`src/rtl/jt6295_pkg.sv`:
```
// Shared constants, fetch FSM states and nibble helper for the ADPCM fetch block.
// Latency: n/a (definitions only).
// Backpressure: n/a.
package jt6295_pkg;

  localparam int CH     = 4;
  localparam int ADDR_W = 18;
  localparam int PTR_W  = ADDR_W + 1;  // byte address plus nibble select in bit 0

  typedef enum logic [1:0] {
    IDLE = 2'd0,
    REQ  = 2'd1,
    LOAD = 2'd2
  } fetch_st_e;

  // High nibble is played first, then the low nibble of the same byte.
  function automatic logic [3:0] sel_nibble(input logic [7:0] b, input logic lo);
    return lo ? b[3:0] : b[7:4];
  endfunction

endpackage

```
`src/rtl/jt6295_rr_arb.sv`:
```
// Round-robin pick among channels that need a ROM byte; search starts after the last winner.
// Latency: combinational grant; the last-winner pointer updates on adv.
// Backpressure: the grant is held, without advancing, until the caller asserts adv.
module jt6295_rr_arb
  import jt6295_pkg::*;
(
  input  logic          clk,
  input  logic          rst_n,
  input  logic [CH-1:0] req,
  input  logic          adv,
  output logic [CH-1:0] gnt,
  output logic [1:0]    idx,
  output logic          any
);

  logic [1:0] last;
  logic [1:0] cand;

  // Scan the requests in order last+1, last+2, ... and take the first one set.
  always_comb begin
    gnt  = '0;
    idx  = '0;
    any  = 1'b0;
    cand = '0;
    for (int i = 0; i < CH; i++) begin
      cand = last + 2'(i + 1);
      if (!any && req[cand]) begin
        any       = 1'b1;
        gnt[cand] = 1'b1;
        idx       = cand;
      end
    end
  end

  // Remember who was served; reset so that channel 0 goes first.
  always_ff @(posedge clk) begin
    if (!rst_n) last <= 2'(CH - 1);
    else if (adv) last <= idx;
  end

endmodule

```
`src/rtl/jt6295.sv`:
```
// Four-channel time-multiplexed ADPCM nibble fetcher with a shared single-request ROM port.
// Latency: data/en/att registered on the cen of a channel slot; ROM byte usable two clk after rom_ok.
// Backpressure: a slow ROM (rom_ok late) causes underrun slots (en=1, data=0), never a stall.
// Optional JT6295_FETCH_DEBUG_EN adds a saturating underrun_cnt output.
module jt6295_fetch #(
  parameter int CH = jt6295_pkg::CH
) (
  input  logic                          clk,
  input  logic                          rst_n,
  input  logic                          cen,
  input  logic [CH-1:0]                 start,
  input  logic [CH-1:0]                 stop,
  input  logic [jt6295_pkg::ADDR_W-1:0] start_addr,
  input  logic [jt6295_pkg::ADDR_W-1:0] stop_addr,
  input  logic [3:0]                    start_att,
  output logic                          rom_cs,
  output logic [jt6295_pkg::ADDR_W-1:0] rom_addr,
  input  logic [7:0]                    rom_data,
  input  logic                          rom_ok,
  output logic [3:0]                    data,
  output logic                          en,
  output logic [3:0]                    att,
  output logic [CH-1:0]                 busy
`ifdef JT6295_FETCH_DEBUG_EN
  ,
  output logic [7:0]                    underrun_cnt
`endif
);

  import jt6295_pkg::*;

  // Per-channel playback state
  logic [1:0]        ch;
  logic [PTR_W-1:0]  ptr    [CH];
  logic [ADDR_W-1:0] stop_q [CH];
  logic [7:0]        buf_q  [CH];
  logic [3:0]        att_q  [CH];
  logic [CH-1:0]     buf_valid;

  // Fetch engine
  fetch_st_e  st, st_nx;
  logic [1:0] fch;
  logic [7:0] fdata;
  logic       arb_adv, arb_any, load_ok;
  logic [1:0] arb_idx;
  logic [CH-1:0] arb_req, arb_gnt;

  // Start/stop only act on cen; stop wins over start.
  logic [CH-1:0] kill, go;
  assign kill = cen ? (start | stop) : '0;
  assign go   = cen ? (start & ~stop) : '0;

  // Decode of the channel owning the current slot
  logic slot_busy, slot_hit, slot_lo, slot_last;
  assign slot_busy = busy[ch];
  assign slot_hit  = slot_busy & buf_valid[ch];
  assign slot_lo   = ptr[ch][0];
  assign slot_last = slot_hit & slot_lo & (ptr[ch][PTR_W-1:1] == stop_q[ch]);

  // A channel being started/stopped this clk is not eligible, so the latched
  // address can never be stale by the time the request goes out.
  assign arb_req = busy & ~buf_valid & ~kill;

  jt6295_rr_arb u_arb (
    .clk   (clk),
    .rst_n (rst_n),
    .req   (arb_req),
    .adv   (arb_adv),
    .gnt   (arb_gnt),
    .idx   (arb_idx),
    .any   (arb_any)
  );

  // Fetch FSM next state and ROM strobe
  always_comb begin
    st_nx   = st;
    rom_cs  = 1'b0;
    arb_adv = 1'b0;
    load_ok = 1'b0;
    case (st)
      IDLE: begin
        if (arb_any) begin
          arb_adv = 1'b1;
          st_nx   = REQ;
        end
      end
      REQ: begin
        rom_cs = 1'b1;
        if (kill[fch])   st_nx = IDLE;  // channel restarted/stopped: drop the fetch
        else if (rom_ok) st_nx = LOAD;
      end
      LOAD: begin
        load_ok = ~kill[fch];
        st_nx   = IDLE;
      end
      default: st_nx = IDLE;
    endcase
  end

  // Fetch FSM state, target channel, held ROM address and captured byte
  always_ff @(posedge clk) begin
    if (!rst_n) begin
      st       <= IDLE;
      fch      <= '0;
      rom_addr <= '0;
      fdata    <= '0;
    end else begin
      st <= st_nx;
      if (arb_adv) begin
        fch <= arb_idx;
        for (int k = 0; k < CH; k++)
          if (arb_gnt[k]) rom_addr <= ptr[k][PTR_W-1:1];
      end
      if (st == REQ && rom_ok) fdata <= rom_data;
    end
  end

  // Channel state: slot consumption, buffer fill, then start/stop overrides
  always_ff @(posedge clk) begin
    if (!rst_n) begin
      busy      <= '0;
      buf_valid <= '0;
      for (int k = 0; k < CH; k++) begin
        ptr[k]    <= '0;
        stop_q[k] <= '0;
        buf_q[k]  <= '0;
        att_q[k]  <= '0;
      end
    end else begin
      for (int k = 0; k < CH; k++) begin
        if (cen && ch == 2'(k) && slot_hit) begin
          ptr[k] <= ptr[k] + PTR_W'(1);
          if (slot_lo)   buf_valid[k] <= 1'b0;
          if (slot_last) busy[k]      <= 1'b0;
        end
        if (load_ok && fch == 2'(k)) begin
          buf_q[k]     <= fdata;
          buf_valid[k] <= 1'b1;
        end
        if (kill[k]) begin
          busy[k]      <= go[k];
          buf_valid[k] <= 1'b0;
          if (go[k]) begin
            ptr[k]    <= {start_addr, 1'b0};
            stop_q[k] <= stop_addr;
            att_q[k]  <= start_att;
          end
        end
      end
    end
  end

  // Slot counter and registered decoder feed for the current slot
  always_ff @(posedge clk) begin
    if (!rst_n) begin
      ch   <= '0;
      data <= '0;
      en   <= 1'b0;
      att  <= '0;
    end else if (cen) begin
      ch   <= ch + 2'd1;
      en   <= slot_busy;
      att  <= slot_busy ? att_q[ch] : 4'd0;
      data <= slot_hit ? sel_nibble(buf_q[ch], slot_lo) : 4'd0;
    end
  end

`ifdef JT6295_FETCH_DEBUG_EN
  // Count busy slots that found no byte ready, saturating at 255
  always_ff @(posedge clk) begin
    if (!rst_n) underrun_cnt <= '0;
    else if (cen && slot_busy && !buf_valid[ch] && underrun_cnt != 8'hFF)
      underrun_cnt <= underrun_cnt + 8'd1;
  end
`endif

endmodule

```
`config.mk`:
```
export PLATFORM = sky130hd
export DESIGN_NAME = jt6295_fetch
export DESIGN_NICKNAME = d
export VERILOG_FILES = /design/src/rtl/jt6295_pkg.sv /design/src/rtl/jt6295_rr_arb.sv /design/src/rtl/jt6295.sv
export SDC_FILE = /design/constraint.sdc
export NUM_CORES = 1
export LEC_CHECK = 0
export CAP_MARGIN = 10
export CORE_UTILIZATION = 54
export CTS_CLUSTER_DIAMETER = 30
export DETAILED_ROUTE_END_ITERATION = 16
export HOLD_SLACK_MARGIN = 0.1
export PLACE_DENSITY = 0.77
export SLEW_MARGIN = 25
export SYNTH_ARGS = -nofsm -noshare
export SYNTH_HDL_FRONTEND = slang
export SYNTH_SLANG_ARGS = --single-unit
```
`constraint.sdc`:
```
create_clock -name clk -period 3 [get_ports clk]
set_input_delay 0.45 -clock clk [delete_from_list [all_inputs] [get_ports clk]]
set_output_delay 0.45 -clock clk [all_outputs]
set_load 0.01 [all_outputs]
```
==> out/results.ini <==
[cts]
numCtsBuffers = 59
cts_setup_buffers = 0
cts_max_level = 2
root_buffer = clkbuf_16
clk_latency_ps = 580
cts_tree = yes
cts.sinks = 249
cts_hold_buf = 0
cts_buffer_depth = 3
cts_resized = 0
clk_pin_slew_ps = 40

[synthesis]
syn_area_per_cell_sq_um = 10.82
synth-edff-count = 196
syn-num-nets = 1305
yosysUniqueCellTypes = 60
synth_area_leader_cell = edfxtp_1
ys.flop_type = edfxtp_1
synth.area.top_cells = edfxtp_1, dfxtp_1, and2_1, xor2_1, xnor2_1
yosysTopAreaCellShare_pct = 44.25
ys_top_cells_by_count = edfxtp_1, nand2_1, and2_1, o21ai_0, xor2_1
synth_most_common_cell = edfxtp_1
synth_area_sq_um = 13300
yosysSeqAreaShare_pct = 52.23
syn_inst = 1229
ys_warn_count = 0
ys_ff_latch = 249
synthArstFlopShare_pct = 0

[sta]
finalSetupViolCount = 0
relSlewSlack_pct = 38.51
finClkSkew_ps = 36.41
hold_violations = 0
slew_viol_final = 0
rsz0062_at_grt = no
finalCritPeriodShare_pct = 92.74
fin_crit_ps = 2782
totalNegativeSetupSlack_ps = 0
fmaxAchievable_ghz = 0.3594
worst_pin_slew_ps = 916.2

[critical_path]
timing.rr.start = busy[2]$_SDFFE_PN0P_
r2r_cells = 11
path_max_fanout = 19
rrSetupSlack_ps = 260
arrival_ps = 3200
reg2reg_to = rom_addr[2]$_SDFFE_PN0P_
critPathSlowestCell = clkdlybuf4s50_1
start_kind = input port
crit_path_cell_trace = clkdlybuf4s50_1 > o21a_1 > o211ai_1 > mux4_2 > nor2_2 > a221o_1 > buf_12 > nor2_4 > buf_4 > o221ai_1 > a31oi_1
end_kind = register
required_ps = 3420
cpPeakStageDelay_ps = 660
worstSetupPathType = input port to register
path_delay_family = buffers and inverters
critPathBufInv = 3

[power_and_ir_drop]
vdd_drop_max_mv = 0.4922
p_per_area_nw_per_um2 = 664.5
leakage_nw = 6.006

[die]
core_area_sq_um = 24250
start_util_pct = 54.85
rows = 57
die_h_um = 158.9
dieArea_sq_um = 25260
die_width_um = 158.9
ios = 92

[hold_path]
hold_path_depth = 2
worstHoldPathType = input port to register
min_from = rst_n
hold_end = u_arb.last[1]$_SDFFE_PN1P_

[cells_and_area]
antennaDiodeCount = 0
area_growth_pct = 27.02
finish.utilization_pct = 69.67
fin_nets = 1460
layout-drive-gt1-share_pct = 13.81
design_area_sq_um = 16890

[run]
drv_cap = 0

[global_routing]
antenna_found_initial = 0
grt_pass1_vias = 10540
grt_pass1_wl_um = 62170
grtUsageTotal_pct = 32.28
overflow = 0
grt_max_degree = 46

[routing]
vias_per_cell = 6.125
vias = 10770
drt_first_pass_iters = 5
antenna_left = 0
post_drt_wl_per_cell_um = 22.95
wl_um = 40350
drc_errors = 0
drt_iter0_drc = 1363

[placement]
dpl_cell_area_sq_um = 14970
dpl.hpwl_um = 28110
place_congestion = 0.9832
place.port_buffers = 91

[status]
status = finished clean

[per-stage QoR]
| step | setup slack [ps] | total power, mW | std cells | hold WS, ps |
|---|---|---|---|---|
| after global placement | -179.5 | 5.206 | 1647 | 476.2 |
| after global routing | 65.24 | 11.53 | 1758 | 456.0 |
| after detailed placement | -258.8 | 5.234 | 1647 | 476.0 |
| after floorplan | 27.11 | 4.739 | 1229 | 464.3 |
| final | 217.7 | 11.23 | 1758 | 417.6 |
| after CTS | 255.4 | 11.23 | 1758 | 394.0 |
[where the power goes]
| group | internal, mW | switching [mW] |
|---|---|---|
| registers | 3.95 | 0.266 |
| logic | 0.483 | 0.516 |
| clock network | 3.94 | 2.07 |
| total | 8.37 | 2.85 |
[layer usage]
metal  up-vias  part of all wire (%)  GRT usage [%]
met2       637                    45          49.82
met4         0                   3.7          14.77
met1      5193                    40          43.94
li1       4832                     -              -
met3       106                    11          6.851
met5         -                     0              0
[state kept, by name (all words and copies together) (netlist names), named ones only]
signal and flops:
st 2, stop_q 72, en 1, fdata 8, data 4, fch 2, buf_q 32, rom_addr 18
buf_valid 4, att_q 16, u_arb.last 2, att 4, ptr 76, ch 2, busy 4
[how the worst max path moves through the flow]
stage | start | depth (start not counted) | slack [ps] | to
2_1_floorplan | u_arb.last[1]$_SDFFE_PN1P_ | 10 | 30 | rom_addr[8]$_SDFFE_PN0P_
3_3_place_gp | cen | 11 | -180 | rom_addr[3]$_SDFFE_PN0P_
3_5_place_dp | cen | 11 | -260 | rom_addr[0]$_SDFFE_PN0P_
4_1_cts | u_arb.last[0]$_SDFFE_PN1P_ | 8 | 260 | rom_addr[10]$_SDFFE_PN0P_
5_1_grt | busy[2]$_SDFFE_PN0P_ | 10 | 70 | rom_addr[10]$_SDFFE_PN0P_
6_report | cen | 11 | 220 | rom_addr[10]$_SDFFE_PN0P_
[layout by cell type, fill, tap and decap left out, types with 19 or more instances in the layout]
cell	synthesis	routed
a31oi_1	19	19
buf_4	2	60
edfxtp_1	196	196
xor2_1	75	75
dfxtp_1	53	53
and3_1	26	26
nand2_1	150	150
nor2_1	33	33
xnor2_1	66	66
clkbuf_16	0	59
nand3_1	55	55
o21ai_0	95	95
clkdlybuf4s50_1	0	90
and2_1	129	129
a21boi_0	30	30
[logic make-up after synthesis]
kind of cell / share of synthesized area (%)
AO/OA/AOI/OAI: 12.46
XOR/XNOR: 9.285
adder cells (fa/ha/maj): 1.505
buffers and inverters: 2.427
flip-flops: 52.23
multiplexers: 3.735
AND/OR/NAND/NOR: 18.35
[area by class of cell]
| class | count | area [sq um] |
|---|---|---|
| fill | 1732 | 7355 |
| sequential | 249 | 6947 |
| multi-input combinational | 900 | 6038 |
| clock buffer | 69 | 1544 |
| timing repair buffer | 159 | 1516 |
| tap | 324 | 405.4 |
| clock inverter | 42 | 381.6 |
| inverter | 15 | 61.31 |
Note: power is estimated with default switching activity, not from simulation.
